==> src/rtl/alu_seq_pkg.sv <==
// alu_seq_pkg: op codes, FSM states and flag indices for alu_seq.
// Also provides the helper that packs the C/Z/N flags into the czn vector.
package alu_seq_pkg;

  localparam logic [2:0] OP_ADD = 3'b000;
  localparam logic [2:0] OP_AND = 3'b001;
  localparam logic [2:0] OP_OR  = 3'b010;
  localparam logic [2:0] OP_XOR = 3'b011;
  localparam logic [2:0] OP_SUB = 3'b100;
  localparam logic [2:0] OP_SHL = 3'b101;
  localparam logic [2:0] OP_SHR = 3'b110;
  localparam logic [2:0] OP_MUL = 3'b111;

  typedef enum logic [1:0] {S_IDLE, S_RUN, S_DONE} state_t;

  localparam int C_IDX = 0;
  localparam int Z_IDX = 1;
  localparam int N_IDX = 2;

  function automatic logic [2:0] mk_czn(input logic c, input logic z, input logic n);
    logic [2:0] f;
    f        = '0;
    f[C_IDX] = c;
    f[Z_IDX] = z;
    f[N_IDX] = n;
    return f;
  endfunction

endpackage

==> src/rtl/alu_mul_iter.sv <==
// alu_mul_iter: shift-add unsigned multiplier, one step per cycle, WIDTH steps after load.
// prod shows the product as it stands after the current step, so it is final while last is high.
module alu_mul_iter #(
  parameter int WIDTH = 8
) (
  input  logic               clk,
  input  logic               rst,
  input  logic               load,
  input  logic               step,
  input  logic [WIDTH-1:0]   a,
  input  logic [WIDTH-1:0]   b,
  output logic               last,
  output logic [2*WIDTH-1:0] prod
);
  localparam int CW = $clog2(WIDTH);

  logic [WIDTH-1:0] mcand;
  logic [WIDTH-1:0] hi;
  logic [WIDTH-1:0] lo;
  logic [CW-1:0]    cnt;
  logic [WIDTH:0]   sum;

  // lo holds the unconsumed multiplier bits and fills with product bits from the top
  assign sum  = {1'b0, hi} + (lo[0] ? {1'b0, mcand} : '0);
  assign prod = {sum, lo[WIDTH-1:1]};
  assign last = (cnt == CW'(WIDTH - 1));

  always_ff @(posedge clk) begin
    if (rst) begin
      mcand <= '0;
      hi    <= '0;
      lo    <= '0;
      cnt   <= '0;
    end else if (load) begin
      mcand <= a;
      hi    <= '0;
      lo    <= b;
      cnt   <= '0;
    end else if (step) begin
      hi  <= sum[WIDTH:1];
      lo  <= {sum[0], lo[WIDTH-1:1]};
      cnt <= cnt + CW'(1);
    end
  end

endmodule

==> src/rtl/alu_seq.sv <==
// alu_seq: multi-cycle ALU; logic/add/sub done at T+1, shift by k at T+1+k, MUL at T+1+WIDTH.
// start is ignored while busy (no queueing); iterative multiply only when ALU_SEQ_MUL_EN is defined.
module alu_seq
  import alu_seq_pkg::*;
#(
  parameter int WIDTH = 8,
  parameter int SHW   = $clog2(WIDTH)
) (
  input  logic             clk,
  input  logic             rst,
  input  logic             start,
  input  logic [2:0]       op,
  input  logic [WIDTH-1:0] a,
  input  logic [WIDTH-1:0] b,
  input  logic             cin,
  output logic             busy,
  output logic             done,
  output logic [WIDTH-1:0] result,
  output logic [WIDTH-1:0] result_hi,
  output logic [2:0]       czn
);

  state_t           state;
  logic [2:0]       op_q;
  logic [WIDTH-1:0] sh_val;
  logic [WIDTH-1:0] sh_next;
  logic [WIDTH-1:0] res_q;
  logic [WIDTH-1:0] one_res;
  logic [WIDTH:0]   sum_ext;
  logic [SHW-1:0]   cnt;
  logic [SHW-1:0]   shamt;
  logic [2:0]       czn_q;
  logic             one_c;
  logic             sh_out;
  logic             start_ok;
  logic             is_shift;
  logic             multi;

  assign start_ok = start && (state != S_RUN);
  assign shamt    = b[SHW-1:0];
  assign is_shift = (op == OP_SHL) || (op == OP_SHR);

`ifdef ALU_SEQ_MUL_EN
  logic [WIDTH-1:0]   hi_q;
  logic [2*WIDTH-1:0] mul_prod;
  logic               mul_last;

  assign multi     = (is_shift && (shamt != '0)) || (op == OP_MUL);
  assign result_hi = hi_q;

  alu_mul_iter #(.WIDTH(WIDTH)) u_mul (
    .clk  (clk),
    .rst  (rst),
    .load (start_ok && (op == OP_MUL)),
    .step ((state == S_RUN) && (op_q == OP_MUL)),
    .a    (a),
    .b    (b),
    .last (mul_last),
    .prod (mul_prod)
  );
`else
  assign multi     = is_shift && (shamt != '0);
  assign result_hi = '0;
`endif

  assign busy   = (state == S_RUN);
  assign done   = (state == S_DONE);
  assign result = res_q;
  assign czn    = czn_q;

  always_comb begin
    sum_ext = '0;
    one_res = '0;
    one_c   = 1'b0;
    case (op)
      OP_ADD: begin
        sum_ext = {1'b0, a} + {1'b0, b} + {{WIDTH{1'b0}}, cin};
        one_res = sum_ext[WIDTH-1:0];
        one_c   = sum_ext[WIDTH];
      end
      OP_SUB: begin
        sum_ext = {1'b0, a} + {1'b0, ~b} + {{WIDTH{1'b0}}, 1'b1};
        one_res = sum_ext[WIDTH-1:0];
        one_c   = sum_ext[WIDTH];
      end
      OP_AND:         one_res = a & b;
      OP_OR:          one_res = a | b;
      OP_XOR:         one_res = a ^ b;
      // only reached here for a shift by zero
      OP_SHL, OP_SHR: one_res = a;
      default:        one_res = '0;
    endcase
  end

  assign sh_next = (op_q == OP_SHL) ? {sh_val[WIDTH-2:0], 1'b0} : {1'b0, sh_val[WIDTH-1:1]};
  assign sh_out  = (op_q == OP_SHL) ? sh_val[WIDTH-1] : sh_val[0];

  always_ff @(posedge clk) begin
    if (rst) begin
      state  <= S_IDLE;
      op_q   <= OP_ADD;
      sh_val <= '0;
      cnt    <= '0;
      res_q  <= '0;
      czn_q  <= '0;
`ifdef ALU_SEQ_MUL_EN
      hi_q   <= '0;
`endif
    end else if (start_ok) begin
      op_q   <= op;
      sh_val <= a;
      cnt    <= shamt;
      if (multi) begin
        state <= S_RUN;
      end else begin
        state <= S_DONE;
        res_q <= one_res;
        czn_q <= mk_czn(one_c, one_res == '0, one_res[WIDTH-1]);
`ifdef ALU_SEQ_MUL_EN
        hi_q  <= '0;
`endif
      end
    end else if (state == S_RUN) begin
`ifdef ALU_SEQ_MUL_EN
      if (op_q == OP_MUL) begin
        if (mul_last) begin
          state <= S_DONE;
          res_q <= mul_prod[WIDTH-1:0];
          hi_q  <= mul_prod[2*WIDTH-1:WIDTH];
          czn_q <= mk_czn(mul_prod[2*WIDTH-1:WIDTH] != '0, mul_prod == '0, mul_prod[WIDTH-1]);
        end
      end else
`endif
      begin
        sh_val <= sh_next;
        cnt    <= cnt - SHW'(1);
        if (cnt == SHW'(1)) begin
          state <= S_DONE;
          res_q <= sh_next;
          czn_q <= mk_czn(sh_out, sh_next == '0, sh_next[WIDTH-1]);
`ifdef ALU_SEQ_MUL_EN
          hi_q  <= '0;
`endif
        end
      end
    end else begin
      state <= S_IDLE;
    end
  end

endmodule

==> config.mk <==
export PLATFORM = sky130hd
export DESIGN_NAME = alu_seq
export DESIGN_NICKNAME = d
export VERILOG_FILES = /design/src/rtl/alu_seq_pkg.sv /design/src/rtl/alu_mul_iter.sv /design/src/rtl/alu_seq.sv
export SDC_FILE = /design/constraint.sdc
export NUM_CORES = 1
export LEC_CHECK = 0
export BUFFER_PORTS_ARGS = -buffer_cell sky130_fd_sc_hd__buf_2
export CAP_MARGIN = 40
export CORE_UTILIZATION = 52
export CTS_CLUSTER_DIAMETER = 120
export DETAILED_ROUTE_END_ITERATION = 10
export PLACE_DENSITY_LB_ADDON = 0.1
export SLEW_MARGIN = 20
export SYNTH_ARGS = -nofsm -noshare
export SYNTH_HDL_FRONTEND = slang
export SYNTH_SLANG_ARGS = --single-unit
export TNS_END_PERCENT = 10
==> constraint.sdc <==
create_clock -name clk -period 2.5 [get_ports clk]
set_input_delay 0.25 -clock clk [delete_from_list [all_inputs] [get_ports clk]]
set_output_delay 0.25 -clock clk [all_outputs]
set_load 0.02 [all_outputs]
==> flow_summary.yaml <==
worst_setup_path:
  crit_path_start_kind: "input pin"
  worstPathArrival_ns: 2.56
  cpMostUsedCell: "inv_1"
  crit_type: "input pin to flip-flop"
  crit_path_end_kind: "flip-flop"
  r2r-start: "state[1]"
  slowest_stage: "or4_1"
  slowest_delay_ns: 0.52
  worstRegToRegCells: 7
  critPathRequiredTime_ns: 2.70
  crit_fanout: 3
  r2r_end: "czn[1]"
  r2r_slack_ns: 0.51
  path_cells: "buf_2 -> inv_1 -> ha_1 -> inv_1 -> fa_1 -> xnor2_1 -> a221oi_1 -> o211a_1 -> o2111ai_1 -> or4_1 -> o32ai_2"
floorplanning:
  die_h_um: 74.8
  chipWidth_um: 74.8
  num_rows: 26
  core_um2: 5110
  die_area_um2: 5590
  num_io_pins: 44
  initial_core_util: 0.539
place:
  hpwl_mm: 5.71
  post-place-ws_ns: -0.264
  globalplace.congestion: 0.875
  dpl_cell_area_um2: 3150
  portBuffers: 35
outcome:
  outcome: "complete, but fails checks"
  failed_checks: "design-rule violations"
route:
  vias_per_cell: 5.65
  wl_mm: 7.23
  drt-wirelength-per-cell_um: 15.0
  via_count: 2728
  drc: 1
  firstDrtPassIters: 8
  drt_iter0_markers: 163
  antenna_left: 0
sta:
  max_freq_mhz: 423
  clock_skew_ns: 0.00747
  setup_viol: 0
  setup_ws_ns: 0.137
  period_minus_slack_ns: 2.36
  post-route-period-util: 0.945
  hold_viol_final: 0
  drv_slew: 0
  tightest_slew_ns: 0.669
  slew_headroom: 0.553
synthesis:
  synth_ff_type: "dfxtp_1"
  synth_top_cell_by_area: "dfxtp_1"
  netlist_area_um2: 2760
  syn_inst: 361
  synth.distinct_cells: 63
  synth_top_area_share: 0.189
  ys.warnings.count: 0
  synth_edf_count: 0
  synthArstFlopShare: 0
  seq_area_frac_synth: 0.189
  avgSynthCellArea_um2: 7.63
  synth-seq-cells: 26
  synth_area_leaders: "dfxtp_1 19%, ha_1 13%, a211oi_1 5.2%"
final_layout:
  multiInputGateArea_um2: 1980
  nets: 468
  synthToLayoutAreaGrowth_pct: 17.0
  final_area_um2: 3220
  diodes: 0
  finalCoreUtilization: 0.631
  final.fill_count: 511
  drive_above_1_share: 0.223
  seqCellArea_um2: 520
clock_network:
  cts_tree: "yes"
  clock_latency_ns: 0.27
  cts_buffer_depth: 2
  numCtsBuffers: 3
  htreeDepth: 1
  clockRootBuffer: "clkbuf_8"
  clk_pin_slew_ns: 0.09
  cts_hold_buf: 0
  clkSinkCount: 26
global_routing:
  grt_overflow: 0
  grtUsageTotal: 0.264
  antenna_found_initial: 0
  grt_max_degree: 28
  grt_pass1_wl_mm: 11.4
  grt_pass1_vias: 2338
min_path:
  hold_path_depth: 3
  worstHoldStart: "a[7]"
  hold-path-endpoint: "sh_val[7]"
  hp-class: "input pin to flip-flop"
power_and_ir_drop:
  cellPowerDensity_nw_per_um2: 409
  vdd_drop_max_uv: 384
  p_leak_nw: 1.51
run:
  cap_violations: 0
-- cell usage after synthesis, drive strengths merged, types with 3 or more instances --
master and count:
o21a 4, buf 19, a221oi 3, or4 3
a211oi 20, o211ai 4, mux2 5, a2bb2oi 3
inv 31, nor3 3, nor2b 13, a21o 3
ha 28, mux2i 10, nand3b 3, nand2b 7
or2 3, o211a 3, o21ai 19, dfxtp 26
a31oi 4, and2 3, fa 3, clkbuf 13
nand3 12, a21oi 28, nand2 29, xnor2 4
nor2 24
-- kinds of logic (layout without fill, tap and decap cells) --
kind of cell,count (synthesis),in the layout,share of synthesized area
other,1,8,0.00136
AND/OR/NAND/NOR,107,107,0.193
AO/OA/AOI/OAI,110,110,0.276
XOR/XNOR,6,6,0.0191
buffers and inverters,64,109,0.107
adder cells (fa/ha/maj),31,31,0.149
multiplexers,16,16,0.0663
flip-flops,26,26,0.189
-- report_power, final --
part,internal [mW],total (mW),switching (mW),leakage [nW]
Clock,0.141,0.277,0.136,0.0288
Sequential,0.447,0.471,0.0241,0.214
Combinational,0.250,0.571,0.321,1.27
-- worst max-delay path by stage --
stage,from,endpoint,slack (ns),cells past startpoint
final,a[0],czn[1],0.14,11
after global routing,a[0],czn[1],-0.008,12
after CTS,a[0],czn[1],0.03,11
after detailed placement,b[0],czn[1],-0.26,11
after global placement,a[0],czn[1],-0.16,11
after floorplan,a[0],czn[1],0.04,10
-- timing repair --
| action | 4_1_cts | 5_1_grt |
|---|---|---|
| gates resized for setup | 0 | 5 |
| setup buffers | 0 | 1 |
| setup endpoints to repair | 0 | 1 |
-- critical path, delay by kind of cell --
family / cells / cell delay [ns]
AO/OA/AOI/OAI: 4 / 0.81
adder cells (fa/ha/maj): 2 / 0.58
AND/OR/NAND/NOR: 1 / 0.52
buffers and inverters: 3 / 0.25
XOR/XNOR: 1 / 0.15
-- registers in the layout (all words and copies together), names as in the netlist --
name,count
state,2
op_q,3
result,8
czn,2
cnt,3
sh_val,8
-- layout by cell type (no fill, tap or decap), types with 2 or more instances in the layout --
cell and instances:
a21o_1 3, ha_1 28, xnor2_1 4, nand3b_1 3, inv_1 31, conb_1 8, nor3_1 3, nand2b_1 7
a2bb2oi_1 2, mux2_2 4, or2_2 2, nand4b_1 2, or4_1 3, a211oi_1 19, a311oi_1 2, a22oi_1 2
buf_2 35, and2_1 3, o211a_1 3, o21bai_1 2, xor2_1 2, o21ai_0 16, or3_1 2, nand3_1 12
a31oi_1 4, a221oi_1 3, dfxtp_1 26, buf_4 38, nor2_1 24, mux2i_1 10, fa_1 2, o21a_1 4
nand2_1 29, a21oi_1 27, clkbuf_8 4, o21ai_1 3, o211ai_1 4, nor2b_1 13
-- through the flow --
stage	hold WS (ns)	power (mW)	std cells	TNS [ns]
after floorplan	0.400	0.851	368	0
after global placement	0.438	1.03	478	-0.183
after detailed placement	0.448	1.04	478	-0.358
after CTS	0.362	1.31	482	0
after global routing	0.391	1.40	483	-0.00813
final	0.362	1.32	483	0
-- layout make-up --
type / instances / share of cell area
Sequential cell: 26 / 0.161
Multi-Input combinational cell: 278 / 0.614
Timing Repair Buffer: 73 / 0.143
Tap cell: 70 / 0.0272
Clock buffer: 4 / 0.0171
Inverter: 32 / 0.0373
-- per-layer routing --
layer  global-route usage  routed length [um]  up-vias
met1                0.370                3410     1275
met2                0.457                3490       91
met4               0.0105                   0        0
li1                     -                   -     1362
met3               0.0321                 334        0
met5                    0                   0        -
Power figures use the tool's default switching activity.
